[config.mk]
export PLATFORM = sky130hd
export DESIGN_NAME = tilelink_a_request_queue_flat
export DESIGN_NICKNAME = d
export VERILOG_FILES = /design/src/rtl/tilelink_a_request_queue_if.sv /design/src/rtl/tilelink_a_request_queue.sv /design/src/flat_wrapper.sv
export SDC_FILE = /design/constraint.sdc
export NUM_CORES = 1
export LEC_CHECK = 0
export BUFFER_PORTS_ARGS = -buffer_cell sky130_fd_sc_hd__buf_2
export CORE_MARGIN = 2
export CORE_UTILIZATION = 55
export CTS_CLUSTER_SIZE = 10
export DETAILED_ROUTE_END_ITERATION = 8
export GPL_TIMING_DRIVEN = 0
export PLACE_DENSITY_LB_ADDON = 0.05
export SYNTH_ARGS = -nofsm -noshare
export SYNTH_HDL_FRONTEND = slang
export SYNTH_SLANG_ARGS = --single-unit
[constraint.sdc]
create_clock -name clock -period 12.1 [get_ports clock]
set_input_delay 0 -clock clock [delete_from_list [all_inputs] [get_ports clock]]
set_output_delay 0 -clock clock [all_outputs]
set_load 0.01 [all_outputs]
[src/rtl/tilelink_a_request_queue_if.sv]
// TileLink A-channel request queue bus bundle.
// A in (upstream), A out (downstream), and the observed D handshake.
interface tilelink_a_request_queue_if;
  logic        in_a_valid;
  logic        in_a_ready;
  logic [79:0] in_a_bits;
  logic        out_a_valid;
  logic        out_a_ready;
  logic [79:0] out_a_bits;
  logic        d_valid;
  logic        d_ready;
  logic [2:0]  d_bits_opcode;
  logic [3:0]  d_bits_size;

  modport slave (
    input  in_a_valid,
    input  in_a_bits,
    output in_a_ready,
    output out_a_valid,
    output out_a_bits,
    input  out_a_ready,
    input  d_valid,
    input  d_ready,
    input  d_bits_opcode,
    input  d_bits_size
  );

  modport master (
    output in_a_valid,
    output in_a_bits,
    input  in_a_ready,
    input  out_a_valid,
    input  out_a_bits,
    output out_a_ready,
    output d_valid,
    output d_ready,
    output d_bits_opcode,
    output d_bits_size
  );
endinterface

[src/rtl/tilelink_a_request_queue.sv]
// TileLink A request FIFO with an outstanding-message cap fed by D snooping.
// Ports: clock, resetn (async low), bus (A in/out, D snoop), occupancy, inflight, proto_err.
module tilelink_a_request_queue #(
  parameter int DEPTH        = 4,
  parameter int MAX_INFLIGHT = 2
) (
  input  logic                      clock,
  input  logic                      resetn,
  tilelink_a_request_queue_if.slave bus,
  output logic [$clog2(DEPTH):0]    occupancy,
  output logic [3:0]                inflight,
  output logic                      proto_err
);

  localparam int AW = $clog2(DEPTH);

  logic [79:0] mem [DEPTH];
  logic [AW:0] wr_ptr;
  logic [AW:0] rd_ptr;
  logic        resetn_q;
  logic [15:0] a_beat;
  logic [15:0] d_beat;
  logic        stall_q;
  logic [79:0] bits_q;

  logic        empty;
  logic        full;
  logic        push;
  logic        pop;
  logic [2:0]  h_op;
  logic [3:0]  h_size;
  logic [15:0] a_cnt;
  logic [15:0] d_cnt;
  logic        a_first;
  logic        a_last;
  logic        d_fire;
  logic        d_last;
  logic        inc;
  logic        dec_req;
  logic        underflow;
  logic        dec;
  logic        drop_err;
  logic        chg_err;

  function automatic logic [15:0] beats(input logic [3:0] size);
    if (size <= 4'd2) return 16'd1;
    return 16'd1 << (size - 4'd2);
  endfunction

  assign empty = (wr_ptr == rd_ptr);
  assign full  = (wr_ptr[AW] != rd_ptr[AW]) &&
                 (wr_ptr[AW-1:0] == rd_ptr[AW-1:0]);

  assign bus.in_a_ready = resetn_q && !full;
  assign push = bus.in_a_valid && bus.in_a_ready;

  assign bus.out_a_bits = mem[rd_ptr[AW-1:0]];
  assign h_op   = bus.out_a_bits[78:76];
  assign h_size = bus.out_a_bits[72:69];

  // Put/Arith/Logic carry data beats; everything else is one beat.
  assign a_cnt   = (h_op <= 3'd3) ? beats(h_size) : 16'd1;
  assign a_first = (a_beat == 16'd0);
  assign a_last  = (a_beat == a_cnt - 16'd1);

  // Only a new message is held back by the cap.
  assign bus.out_a_valid = !empty &&
    !(a_first && inflight == 4'(MAX_INFLIGHT));
  assign pop = bus.out_a_valid && bus.out_a_ready;

  assign d_cnt  = (bus.d_bits_opcode == 3'd1) ?
                  beats(bus.d_bits_size) : 16'd1;
  assign d_fire = bus.d_valid && bus.d_ready;
  assign d_last = (d_beat == d_cnt - 16'd1);

  assign inc       = pop && a_first;
  assign dec_req   = d_fire && d_last;
  assign underflow = dec_req && (inflight == 4'd0);
  assign dec       = dec_req && !underflow;

  assign drop_err = stall_q && !bus.out_a_valid;
  assign chg_err  = stall_q && (bus.out_a_bits != bits_q);

  assign occupancy = wr_ptr - rd_ptr;

  always_ff @(posedge clock) begin
    if (push) mem[wr_ptr[AW-1:0]] <= bus.in_a_bits;
  end

  always_ff @(posedge clock or negedge resetn) begin
    if (!resetn) begin
      resetn_q  <= 1'b0;
      wr_ptr    <= '0;
      rd_ptr    <= '0;
      a_beat    <= '0;
      d_beat    <= '0;
      inflight  <= '0;
      proto_err <= 1'b0;
      stall_q   <= 1'b0;
      bits_q    <= '0;
    end else begin
      resetn_q <= 1'b1;
      if (push) wr_ptr <= wr_ptr + 1'b1;
      if (pop) begin
        rd_ptr <= rd_ptr + 1'b1;
        a_beat <= a_last ? 16'd0 : a_beat + 16'd1;
      end
      if (d_fire) d_beat <= d_last ? 16'd0 : d_beat + 16'd1;
      if (inc && !dec) inflight <= inflight + 4'd1;
      else if (dec && !inc) inflight <= inflight - 4'd1;
      if (underflow || drop_err || chg_err) proto_err <= 1'b1;
      stall_q <= bus.out_a_valid && !bus.out_a_ready;
      bits_q  <= bus.out_a_bits;
    end
  end

endmodule

[src/flat_wrapper.sv]
// flat-port wrapper written by rule: the top's interface ports become plain ports
module tilelink_a_request_queue_flat 
#(
  parameter int DEPTH        = 4,
  parameter int MAX_INFLIGHT = 2
)
  (clock, resetn, occupancy, inflight, proto_err, bus_in_a_valid, bus_in_a_bits, bus_in_a_ready, bus_out_a_valid, bus_out_a_bits, bus_out_a_ready, bus_d_valid, bus_d_ready, bus_d_bits_opcode, bus_d_bits_size);
  tilelink_a_request_queue_if bus_i ();
  input  logic clock;
  input  logic resetn;
  output logic [$clog2(DEPTH):0] occupancy;
  output logic [3:0] inflight;
  output logic proto_err;
  input wire logic [$bits(bus_i.in_a_valid)-1:0] bus_in_a_valid;
  input wire logic [$bits(bus_i.in_a_bits)-1:0] bus_in_a_bits;
  output wire logic [$bits(bus_i.in_a_ready)-1:0] bus_in_a_ready;
  output wire logic [$bits(bus_i.out_a_valid)-1:0] bus_out_a_valid;
  output wire logic [$bits(bus_i.out_a_bits)-1:0] bus_out_a_bits;
  input wire logic [$bits(bus_i.out_a_ready)-1:0] bus_out_a_ready;
  input wire logic [$bits(bus_i.d_valid)-1:0] bus_d_valid;
  input wire logic [$bits(bus_i.d_ready)-1:0] bus_d_ready;
  input wire logic [$bits(bus_i.d_bits_opcode)-1:0] bus_d_bits_opcode;
  input wire logic [$bits(bus_i.d_bits_size)-1:0] bus_d_bits_size;
  assign bus_i.in_a_valid = bus_in_a_valid;
  assign bus_i.in_a_bits = bus_in_a_bits;
  assign bus_in_a_ready = bus_i.in_a_ready;
  assign bus_out_a_valid = bus_i.out_a_valid;
  assign bus_out_a_bits = bus_i.out_a_bits;
  assign bus_i.out_a_ready = bus_out_a_ready;
  assign bus_i.d_valid = bus_d_valid;
  assign bus_i.d_ready = bus_d_ready;
  assign bus_i.d_bits_opcode = bus_d_bits_opcode;
  assign bus_i.d_bits_size = bus_d_bits_size;
  tilelink_a_request_queue #(.DEPTH(DEPTH), .MAX_INFLIGHT(MAX_INFLIGHT)) u_core (.clock(clock), .resetn(resetn), .bus(bus_i), .occupancy(occupancy), .inflight(inflight), .proto_err(proto_err));
endmodule
# [Word-level counts from Yosys, hierarchy flattened]
# Memories as Yosys holds them, arrays and structs flattened.
# Cells that the tools add are included.
[word_totals] reg_bits=125 latch_bits=0 mem_bits_rw=320 mem_bits_ro=0 input_bits=93 output_inout_bits=90 wordCells=77 memories=1
[mem_list] name="u_core.mem" depth=4 word_bits=80 rd=1 rd_clocked_by_memory_dff=0 write_ports=1 line="tilelink_a_request_queue.sv:17" text="logic [79:0] mem [DEPTH];"
[classes] n_addsub=11 n_mul=0 div=0 n_lt_le_gt_ge=3 eq_ne=8 n_shift=2 n_mux=14 bitwise=0 n_reduce_logical=29
[ops] cell="2-to-1 mux 16 bit" n=8
[ops] cell="inequality test 80 bit" n=1
[ops] cell="adder 16 x 1 -> 16 bit, second input constant" n=2
[ops] cell="== test 16 bit" n=2
[ops] cell="<< shifter 1 x 4 -> 16 bit, first input constant" n=2
[ops] cell="subtractor 16 x 1 -> 16 bit, second input constant" n=2
[ops] cell="logical AND 1 bit" n=16
[ops] cell="zero test 16 bit" n=1
[ops] cell="<= comparator 4 x 2 -> 1 bit, second input constant" n=2
[ops] cell="zero test 1 bit" n=8
[ops] cell="2-to-1 mux 4 bit" n=2
[ops] cell="subtractor 4 x 2 -> 4 bit, second input constant" n=2
[ops] cell="adder 3 x 1 -> 3 bit, second input constant" n=2
[ops] cell="adder 4 x 1 -> 4 bit, second input constant" n=1
[ops] cell="== test 4 x 2 -> 1 bit, second input constant" n=1
[ops] cell="zero test 4 bit" n=1
[ops] cell="2-to-1 mux 1 bit" n=4
[ops] cell="subtractor 4 x 1 -> 4 bit, second input constant" n=1
[ops] cell="== test 3 x 1 -> 1 bit, second input constant" n=1
[ops] cell="== test 3 bit" n=1
[ops] cell="<= comparator 3 x 2 -> 1 bit, second input constant" n=1
[ops] cell="subtractor 3 bit" n=1
[ops] cell="== test 2 bit" n=1
[ops] cell="logical OR 1 bit" n=2
[ops] cell="2 further kinds" n=2

# [Longest topological paths before layout]
# Gate-level depths: netlist of run 1.
[logic_depth] depth_word=13 depth_mapped=28 ltp_nobuf=22

# [Least setup slack after synthesis of run 1]
# OpenSTA, ideal clock, no wires.
[synth_timing] path_kind="input port to flip-flop" startpoint="input port bus_d_bits_size[1]" endpoint="register u_core.inflight[3]" setup_time_ps=128 arrival_time_ps=4644 required_time_ps=11972 path_slack_ps=7328 cell_stages=27 path_buffers=5 path_cell_list="clkbuf_1 -> inv_1 -> ha_1 -> xor2_1 -> o22ai_1 -> a21oi_1 -> ha_1 -> clkbuf_1 -> o41a_1 -> clkbuf_1 -> a22oi_1 -> o21ai_0 -> a22oi_1 -> xnor2_1 -> a2111oi_2 -> and2_0 -> buf_2 -> buf_2 -> o41ai_1 -> ha_1 -> inv_1 -> ha_1 -> a21o_1 -> a21oi_1 -> xnor2_1 -> nor2_1 -> xor2_1"
[synth_between] elab_chain_len=13 word_cells_on_any_way=17 cone_classes="add/sub: 2; order compare: 1; eq/ne: 1; shift: 1; mux: 4; reduce/logical: 8"
[synth_rtl] item="start: declaration" line="flat_wrapper.sv:23" text="input wire logic [$bits(bus_i.d_bits_size)-1:0] bus_d_bits_size;"
[synth_rtl] item="subtractor 4 x 2 -> 4 bit / <= comparator 4 x 2 -> 1 bit (equally long branches)" line="tilelink_a_request_queue.sv:47, tilelink_a_request_queue.sv:46"
[synth_rtl] item="<< shifter 1 x 4 -> 16 bit / 2-to-1 mux 1 bit (equally long branches)" line="tilelink_a_request_queue.sv:47, tilelink_a_request_queue.sv:46"
[synth_rtl] item="2-to-1 mux 16 bit *" line="tilelink_a_request_queue.sv:47" text="return 16'd1 << (size - 4'd2);"
[synth_rtl] item="2-to-1 mux 16 bit *" line="tilelink_a_request_queue.sv:71" text="assign d_cnt = (bus.d_bits_opcode == 3'd1) ?"
[synth_rtl] item="subtractor 16 x 1 -> 16 bit *" line="tilelink_a_request_queue.sv:74" text="assign d_last = (d_beat == d_cnt - 16'd1);"
[synth_rtl] item="== test 16 bit *" line="tilelink_a_request_queue.sv:74"
[synth_rtl] item="logical AND 1 bit *" line="tilelink_a_request_queue.sv:77" text="assign dec_req = d_fire && d_last;"
[synth_rtl] item="logical AND 1 bit" line="tilelink_a_request_queue.sv:78" text="assign underflow = dec_req && (inflight == 4'd0);"
[synth_rtl] item="zero test 1 bit" line="tilelink_a_request_queue.sv:79" text="assign dec = dec_req && !underflow;"
[synth_rtl] item="logical AND 1 bit *" line="tilelink_a_request_queue.sv:79"
[synth_rtl] item="zero test 1 bit" line="tilelink_a_request_queue.sv:109" text="if (inc && !dec) inflight <= inflight + 4'd1;"
[synth_rtl] item="logical AND 1 bit" line="tilelink_a_request_queue.sv:109"
[synth_rtl] item="2-to-1 mux 4 bit / nonzero test 2 bit (equally long branches)"
[synth_rtl] item="end signal: assignment" line="tilelink_a_request_queue.sv:109"
[synth_rtl] item="end signal: assignment" line="tilelink_a_request_queue.sv:110" text="else if (dec && !inc) inflight <= inflight - 4'd1;"
[synth_rtl] item="end: declaration" line="tilelink_a_request_queue.sv:11" text="output logic [3:0] inflight,"
# Every way passes the cells marked *; elsewhere a longest branch is shown, timed or not.
# A chain may end at the register's enable or synchronous reset.

# [Worst setup path after layout of run 1]
# Ends and elaborated chain as after synthesis.

==> reports/metrics.yaml, run 1 <==
flow_run:
  cap_viol_max_count: 0
logic_synthesis:
  syn_inst: 1102
  postSynth.topFlopCell: "sky130_fd_sc_hd__edfxtp_1"
  syn-cell-area_mm2: 0.0184
  netlist.top_cell.by_area: "sky130_fd_sc_hd__edfxtp_1"
  number_of_storage_elements_in_the_synthesis_netlist: 445
  synth.net_count: 1214
  synth.lib_cells_used.distinct: 74
  synth.top_cells.by_area: "sky130_fd_sc_hd__edfxtp_1, sky130_fd_sc_hd__dfrtp_1, sky130_fd_sc_hd__mux4_2"
  syn_area_per_cell_um2: 16.7
  count_of_flip_flops_with_a_built_in_enable_after_synthesis: 320
  postSynth.asyncResetShare_pct: 28.1
  synthesis.yosys.warnings: 0
  synth_seq_area_share_pct: 69.4
  yosysTopAreaCellShare_pct: 52.3
power:
  p_leak_uw: 0.00819
  irDropWorstVdd_mv: 0.159
  internal_power_uw: 3580
  p_sw_share_pct: 33.3
  portion_of_total_power_attributed_to_combinational_logic_pct: 35.4
  p_clk_share_pct: 26.1
  power.density_cell_area_mw_per_mm2: 240
  fin_total_pwr_uw: 5370
  pwr-share-seq_pct: 38.5
  switching_pwr_uw: 1790
global_route:
  grt_pass1_vias: 11000
  track_usage_pct: 23.3
  overflow_after_grt: 0
  grt_antenna_before_repair: 2
  grt_max_degree: 75
  grt_pass1_wl_um: 62900
sta:
  final_period_minus_worst_setup_slack_ns: 5.33
  max-slew-margin-rel_pct: 34.8
  period_share_pct: 44.1
  finalSetupViolCount: 0
  worstMarginPinSlew_ns: 0.978
  hold_viol_final: 0
  clock-skew-final_ns: 0.0296
  grt_setup_unrepaired: "no"
  setup-tns-final_ns: 0
  timing.fmax_mhz: 187
  drv_slew: 0
setup_path:
  cpMaxStageDelayCell: "sky130_fd_sc_hd__a2111oi_2"
  setup.worst_path.class: "input pin to flop"
  end_kind: "flop"
  critPathMaxStageDelay_ns: 0.50
  crit_path_max_fanout: 10
  nature_of_the_critical_path_startpoint: "input pin"
  cp.arrival_ns: 5.79
  worst-r2r-setup-slack_ns: 6.77
  critPathRequiredTime_ns: 12.55
  critical_path.most_common_cell: "sky130_fd_sc_hd__ha_1"
route:
  avgViaCountPerCell: 5.54
  post_detailed_route_drc_marker_count: 0
  wl_per_cell_um: 20.6
  antenna_violating_nets_post_route: 0
  drt_wl_total_um: 39300
  detailedRoute.firstPassIterationCount: 5
  drt-initial-drc-count: 709
  dr_total_vias: 10600
floorplan:
  floorplan.die_area_mm2: 0.0349
  fp.dieH_um: 187
  initial_core_util_pct: 56.1
  core_mm2: 0.0327
  floorplan.rows: 66
  die-width_um: 187
  design.portCount: 183
cts:
  cts_num_sinks: 445
  cts_root_buf: "sky130_fd_sc_hd__clkbuf_16"
  tritoncts.num_buffers: 51
  post_cts_buffers: 0
  postcts_resize_cnt: 0
  cts_tree: "built"
  cts_hold_repair.buffers: 86
  clk_latency_ns: 0.59
  cts_max_path_buffers: 3
  cts_htree_levels: 2
  clk_pin_slew_ns: 0.06
finish:
  layout.nets: 1539
  mostFrequentLayoutCells: "sky130_fd_sc_hd__edfxtp_1, sky130_fd_sc_hd__buf_2, sky130_fd_sc_hd__dfrtp_1, sky130_fd_sc_hd__dlygate4sd3_1, sky130_fd_sc_hd__mux4_2"
  finish.utilization_pct: 68.4
  fraction_of_layout_cells_with_a_size_suffix_above_1_pct: 24.3
  fillCellCount: 2231
  area_growth_syn_to_layout_pct: 21.8
  layout.cells.most_common: "sky130_fd_sc_hd__edfxtp_1"
placement:
  port_buffers: 181
  dp_hpwl_um: 25800
  globalplace.congestion: 0.887
min_path:
  hold_path.class: "input pin to asynchronous set/reset pin"
outcome:
  outcome: "complete, no violations"
synthesized netlist by cell type (all sizes together), types with 2 or more instances:
cell type and count:
edfxtp 320, dfrtp 125, mux4 79, xor2 78, xnor2 65, nor2 62, nand2 51, clkbuf 25
nand4 24, buf 23, nor4 23, nor3 22, inv 21, ha 17, o21ai 17, nand3 15
a21oi 10, and3 9, a211oi 8, nand2b 8, nor2b 7, or3 7, and2 6, mux2 6
o211ai 6, o22ai 6, mux2i 5, a22oi 4, a31oi 4, or4 4, a21o 3, a32oi 3
o2111ai 3, o21a 3, o31ai 3, or2 3, a2bb2oi 2, a311oi 2, fa 2, nor4b 2
through the flow:
step           hold WS, ns  std cells  instance area, um^2  setup slack [ns]
4_1_cts             0.0451       1910                22400              6.67
2_1_floorplan       -0.296       1102                18400              7.33
5_1_grt              0.121       1911                22400              6.22
3_5_place_dp         0.100       1730                20000              6.21
3_3_place_gp         0.181       1725                19800              5.42
6_report            0.0493       1911                22400              6.77
path summary, 6_finish.rpt:
kind	to	start	depth (start not counted)
hold / removal	u_core.bits_q[50]	resetn	2
setup reg to reg	u_core.inflight[3]	u_core.rd_ptr[1]	17
setup / recovery	u_core.inflight[3]	bus_d_bits_size[1]	28
max in group asynchronous	u_core.bits_q[75]	resetn	3
hold reg to reg	u_core.proto_err	u_core.proto_err	2
min in group clock	u_core.stall_q	bus_out_a_ready	3
metal layers:
metal / GRT usage [%] / up-vias / part of all wire [%]
li1: - / 4895 / -
met1: 32.7 / 5334 / 43
met2: 37.2 / 285 / 48
met3: 4.51 / 63 / 5.6
met4: 8.03 / 2 / 2.6
met5: 0 / - / 0.028
power groups by stage:
stage          combinational, uW  sequential, uW  clock, uW
5_1_grt                     2070            2090       1490
4_1_cts                     1930            2070       1430
2_1_floorplan               1290            2080          0
3_3_place_gp                1860            2110          0
6_report                    1900            2060       1400
3_5_place_dp                1900            2090          0
cells by family after synthesis:
family	count (synthesis)	share of synthesized area [%]
flip-flops	445	69.4
AND/OR/NAND/NOR	248	6.90
XOR/XNOR	143	6.86
multiplexers	90	10.4
AO/OA/AOI/OAI	87	3.45
buffers and inverters	69	1.68
adder cells (fa/ha/maj)	19	1.38
other	1	0.0204
sequential cells by signal (all words and copies together) (netlist names):
name              count
u_core.proto_err      1
u_core.d_beat        16
u_core.a_beat        16
u_core.inflight       4
u_core.resetn_q       1
u_core.rd_ptr         3
u_core.stall_q        1
u_core.wr_ptr         3
u_core.bits_q        80
u_core.mem          320
area by class of cell:
cell class / instances / area, um^2 / share of cell area [%]
flip-flops and latches: 445 / 12700 / 56.9
multi-input cells: 588 / 5340 / 23.9
inverters: 21 / 78.8 / 0.352
diodes: 1 / 2.50 / 0.0112
well taps: 442 / 553 / 2.47
plain buffers: 48 / 229 / 1.02
clock inverters: 7 / 92.6 / 0.414
repair buffers: 272 / 1910 / 8.54
clock buffers: 87 / 1430 / 6.40
worst max-delay path: cells and delay by family:
kind | cells | cell delay (ns)
and+or+nand+nor | 2 | 0.27
AOI/OAI and AO/OA | 10 | 2.04
buffers and inverters | 8 | 1.73
adders and majority gates | 4 | 0.96
xor gates and xnor gates | 4 | 0.78
(Power assumes the default switching activity.)
==> inputs of run 2 (changes only) <==
Clock period 12.1 ns to 5.2 ns, I/O delays scaled along.
==> run 2 against run 1 <==
Against the previous run: flip-flop and latch count unchanged; clock skew is 0.0018 ns lower; core utilization is essentially flat; worst setup slack lost 6.4 ns; final cell count down 0.10%; clock power up 130%; design area about the same; via count about the same; first-iteration DRC count is 1.4% lower; hold slack got worse by 0.0030 ns; largest cell class unchanged; highest routed layer unchanged.
==> reports/metrics.yaml, run 2 (synthesis gave the netlist of run 1 again) <==
global_route:
  grt_max_degree: 75
  overflow_after_grt: 0
  grt_antenna_before_repair: 2
  grt_pass1_vias: 11000
  grt_pass1_wl_um: 62800
  track_usage_pct: 23.3
floorplan:
  die-width_um: 187
  core_mm2: 0.0327
  initial_core_util_pct: 56.1
  fp.dieH_um: 187
  floorplan.rows: 66
  design.portCount: 183
  floorplan.die_area_mm2: 0.0349
finish:
  fraction_of_layout_cells_with_a_size_suffix_above_1_pct: 24.6
  area_occupied_by_multi_input_gates_mm2: 0.00536
  mostFrequentLayoutCells: "sky130_fd_sc_hd__edfxtp_1, sky130_fd_sc_hd__buf_2, sky130_fd_sc_hd__dfrtp_1, sky130_fd_sc_hd__dlygate4sd3_1, sky130_fd_sc_hd__mux4_2"
  post_layout_nonfiller_instances: 1909
  fillCellCount: 2228
  largest_reg_flops: 320
  layout.nets: 1537
  area_growth_syn_to_layout_pct: 21.9
  seqCellArea_mm2: 0.0127
  layout.cells.most_common: "sky130_fd_sc_hd__edfxtp_1"
cts:
  post_cts_buffers: 0
  cts_root_buf: "sky130_fd_sc_hd__clkbuf_16"
  clk_latency_ns: 0.59
  clk_pin_slew_ns: 0.06
  cts_htree_levels: 2
  cts_max_path_buffers: 3
  tritoncts.num_buffers: 51
  cts_num_sinks: 445
  cts_tree: "built"
route:
  dr_total_vias: 10600
  post_detailed_route_drc_marker_count: 0
  wl_per_cell_um: 20.6
  drt_wl_total_um: 39300
  drt-initial-drc-count: 699
  avgViaCountPerCell: 5.54
  antenna_violating_nets_post_route: 0
  detailedRoute.firstPassIterationCount: 5
outcome:
  outcome: "complete, no violations"
power:
  p_sw_share_pct: 33.3
  internal_power_uw: 8330
  p_leak_uw: 0.00819
  fin_total_pwr_uw: 12500
  power.density_cell_area_mw_per_mm2: 558
  portion_of_total_power_attributed_to_combinational_logic_pct: 35.4
  switching_pwr_uw: 4160
  irDropWorstVdd_mv: 0.367
  p_clk_share_pct: 26.1
  pwr-share-seq_pct: 38.5
setup_path:
  timing.rr.start: "u_core.rd_ptr[1]"
  ff2ff_path_depth: 18
  end_kind: "flop"
  setup.worst_path.class: "flop to flop"
  cp.arrival_ns: 5.27
  critPathRequiredTime_ns: 5.65
  worstSetupEndpoint: "u_core.a_beat[6]"
  worst-r2r-setup-slack_ns: 0.38
  r2r-end: "u_core.a_beat[6]"
  crit_path_max_fanout: 19
  worst_setup_path_startpoint: "u_core.rd_ptr[1]"
  nature_of_the_critical_path_startpoint: "flop"
sta:
  clock-skew-final_ns: 0.0278
  grt_setup_unrepaired: "no"
  hold_viol_final: 0
  final_period_minus_worst_setup_slack_ns: 4.82
  worstMarginPinSlew_ns: 0.972
  max-slew-margin-rel_pct: 35.2
  fin_hold_ws_ns: 0.0463
  finalSetupViolCount: 0
  drv_slew: 0
  timing.fmax_mhz: 207
  period_share_pct: 92.7
placement:
  port_buffers: 181
  globalplace.congestion: 0.887
  dp_hpwl_um: 25800
  numPlacedInstances: 1730
min_path:
  hold_path.class: "input pin to asynchronous set/reset pin"
flow_run:
  cap_viol_max_count: 0
[run 2: cell types whose count changed in the layout (fill, tap and decap cells not counted), sizes merged]
cell / delta
clkbuf: -2
[run 2: layer usage]
| layer | GRT usage (%) | vias up | share of wire (%) |
|---|---|---|---|
| met5 | 0 | - | 0.028 |
| met1 | 32.6 | 5354 | 44 |
| met2 | 37.4 | 285 | 48 |
| met3 | 4.44 | 61 | 5.1 |
| met4 | 7.78 | 2 | 2.5 |
| li1 | - | 4883 | - |
[run 2: worst min-delay path by stage]
stage                               start  slack [ns]  depth (start not counted)                end
after floorplan                    resetn       -0.30                          0   u_core.a_beat[0]
after global placement    bus_out_a_ready        0.18                          2     u_core.stall_q
after detailed placement           resetn        0.10                          1  u_core.bits_q[50]
after CTS                          resetn        0.05                          2  u_core.bits_q[44]
after global routing               resetn        0.12                          2  u_core.bits_q[50]
final                              resetn        0.05                          2  u_core.bits_q[50]
[run 2: per-stage QoR]
stage | setup slack, ns | utilization [%] | instance area (um^2) | TNS [ns]
floorplan | 0.428 | - | 18400 | 0
global placement | -1.48 | 60.6 | 19800 | -470.98
detailed placement | -0.691 | 61.1 | 20000 | -1.37
CTS | 0.0666 | 68.4 | 22400 | 0
global route | 0.0240 | 68.5 | 22400 | 0
finish | 0.381 | 68.5 | 22400 | 0
[run 2: what timing repair did]
action	4_1_cts	5_1_grt
pin swaps	0	0
hold buffers	86	0
endpoints found under the setup margin	1	3
hold endpoints to repair	416	0
resized for setup	1	4
[run 2: power by group through the flow]
| stage | logic, uW | clock network, uW | registers (uW) |
|---|---|---|---|
| 4_1_cts | 4490 | 3330 | 4810 |
| 6_report | 4420 | 3260 | 4800 |
| 3_5_place_dp | 4410 | 0 | 4870 |
| 5_1_grt | 4820 | 3480 | 4870 |
| 3_3_place_gp | 4330 | 0 | 4900 |
| 2_1_floorplan | 3010 | 0 | 4830 |
[run 2: layout make-up]
type                            count  area share (%)
Tap cell                          442            2.47
Sequential cell                   445            56.9
Antenna cell                        1          0.0112
Buffer                             46           0.995
Clock inverter                      7           0.414
Timing Repair Buffer              272            8.53
Multi-Input combinational cell    588            23.9
Clock buffer                       87            6.40
Inverter                           21           0.352
[run 2: worst max-delay path, stage by stage, from the launching register on]
cell and delay [ns]:
sky130_fd_sc_hd__dfrtp_1 0.51, sky130_fd_sc_hd__buf_6 0.28, sky130_fd_sc_hd__mux4_2 0.42, sky130_fd_sc_hd__inv_1 0.09, sky130_fd_sc_hd__ha_1 0.13, sky130_fd_sc_hd__buf_1 0.39
sky130_fd_sc_hd__inv_1 0.19, sky130_fd_sc_hd__xnor2_1 0.20, sky130_fd_sc_hd__nor2_1 0.27, sky130_fd_sc_hd__nand2_1 0.11, sky130_fd_sc_hd__ha_1 0.31, sky130_fd_sc_hd__xnor2_1 0.17
sky130_fd_sc_hd__or3_1 0.36, sky130_fd_sc_hd__a211oi_1 0.19, sky130_fd_sc_hd__and3_1 0.20, sky130_fd_sc_hd__o2111ai_1 0.18, sky130_fd_sc_hd__nor4_4 0.44, sky130_fd_sc_hd__buf_6 0.21
sky130_fd_sc_hd__nor2_1 0.05
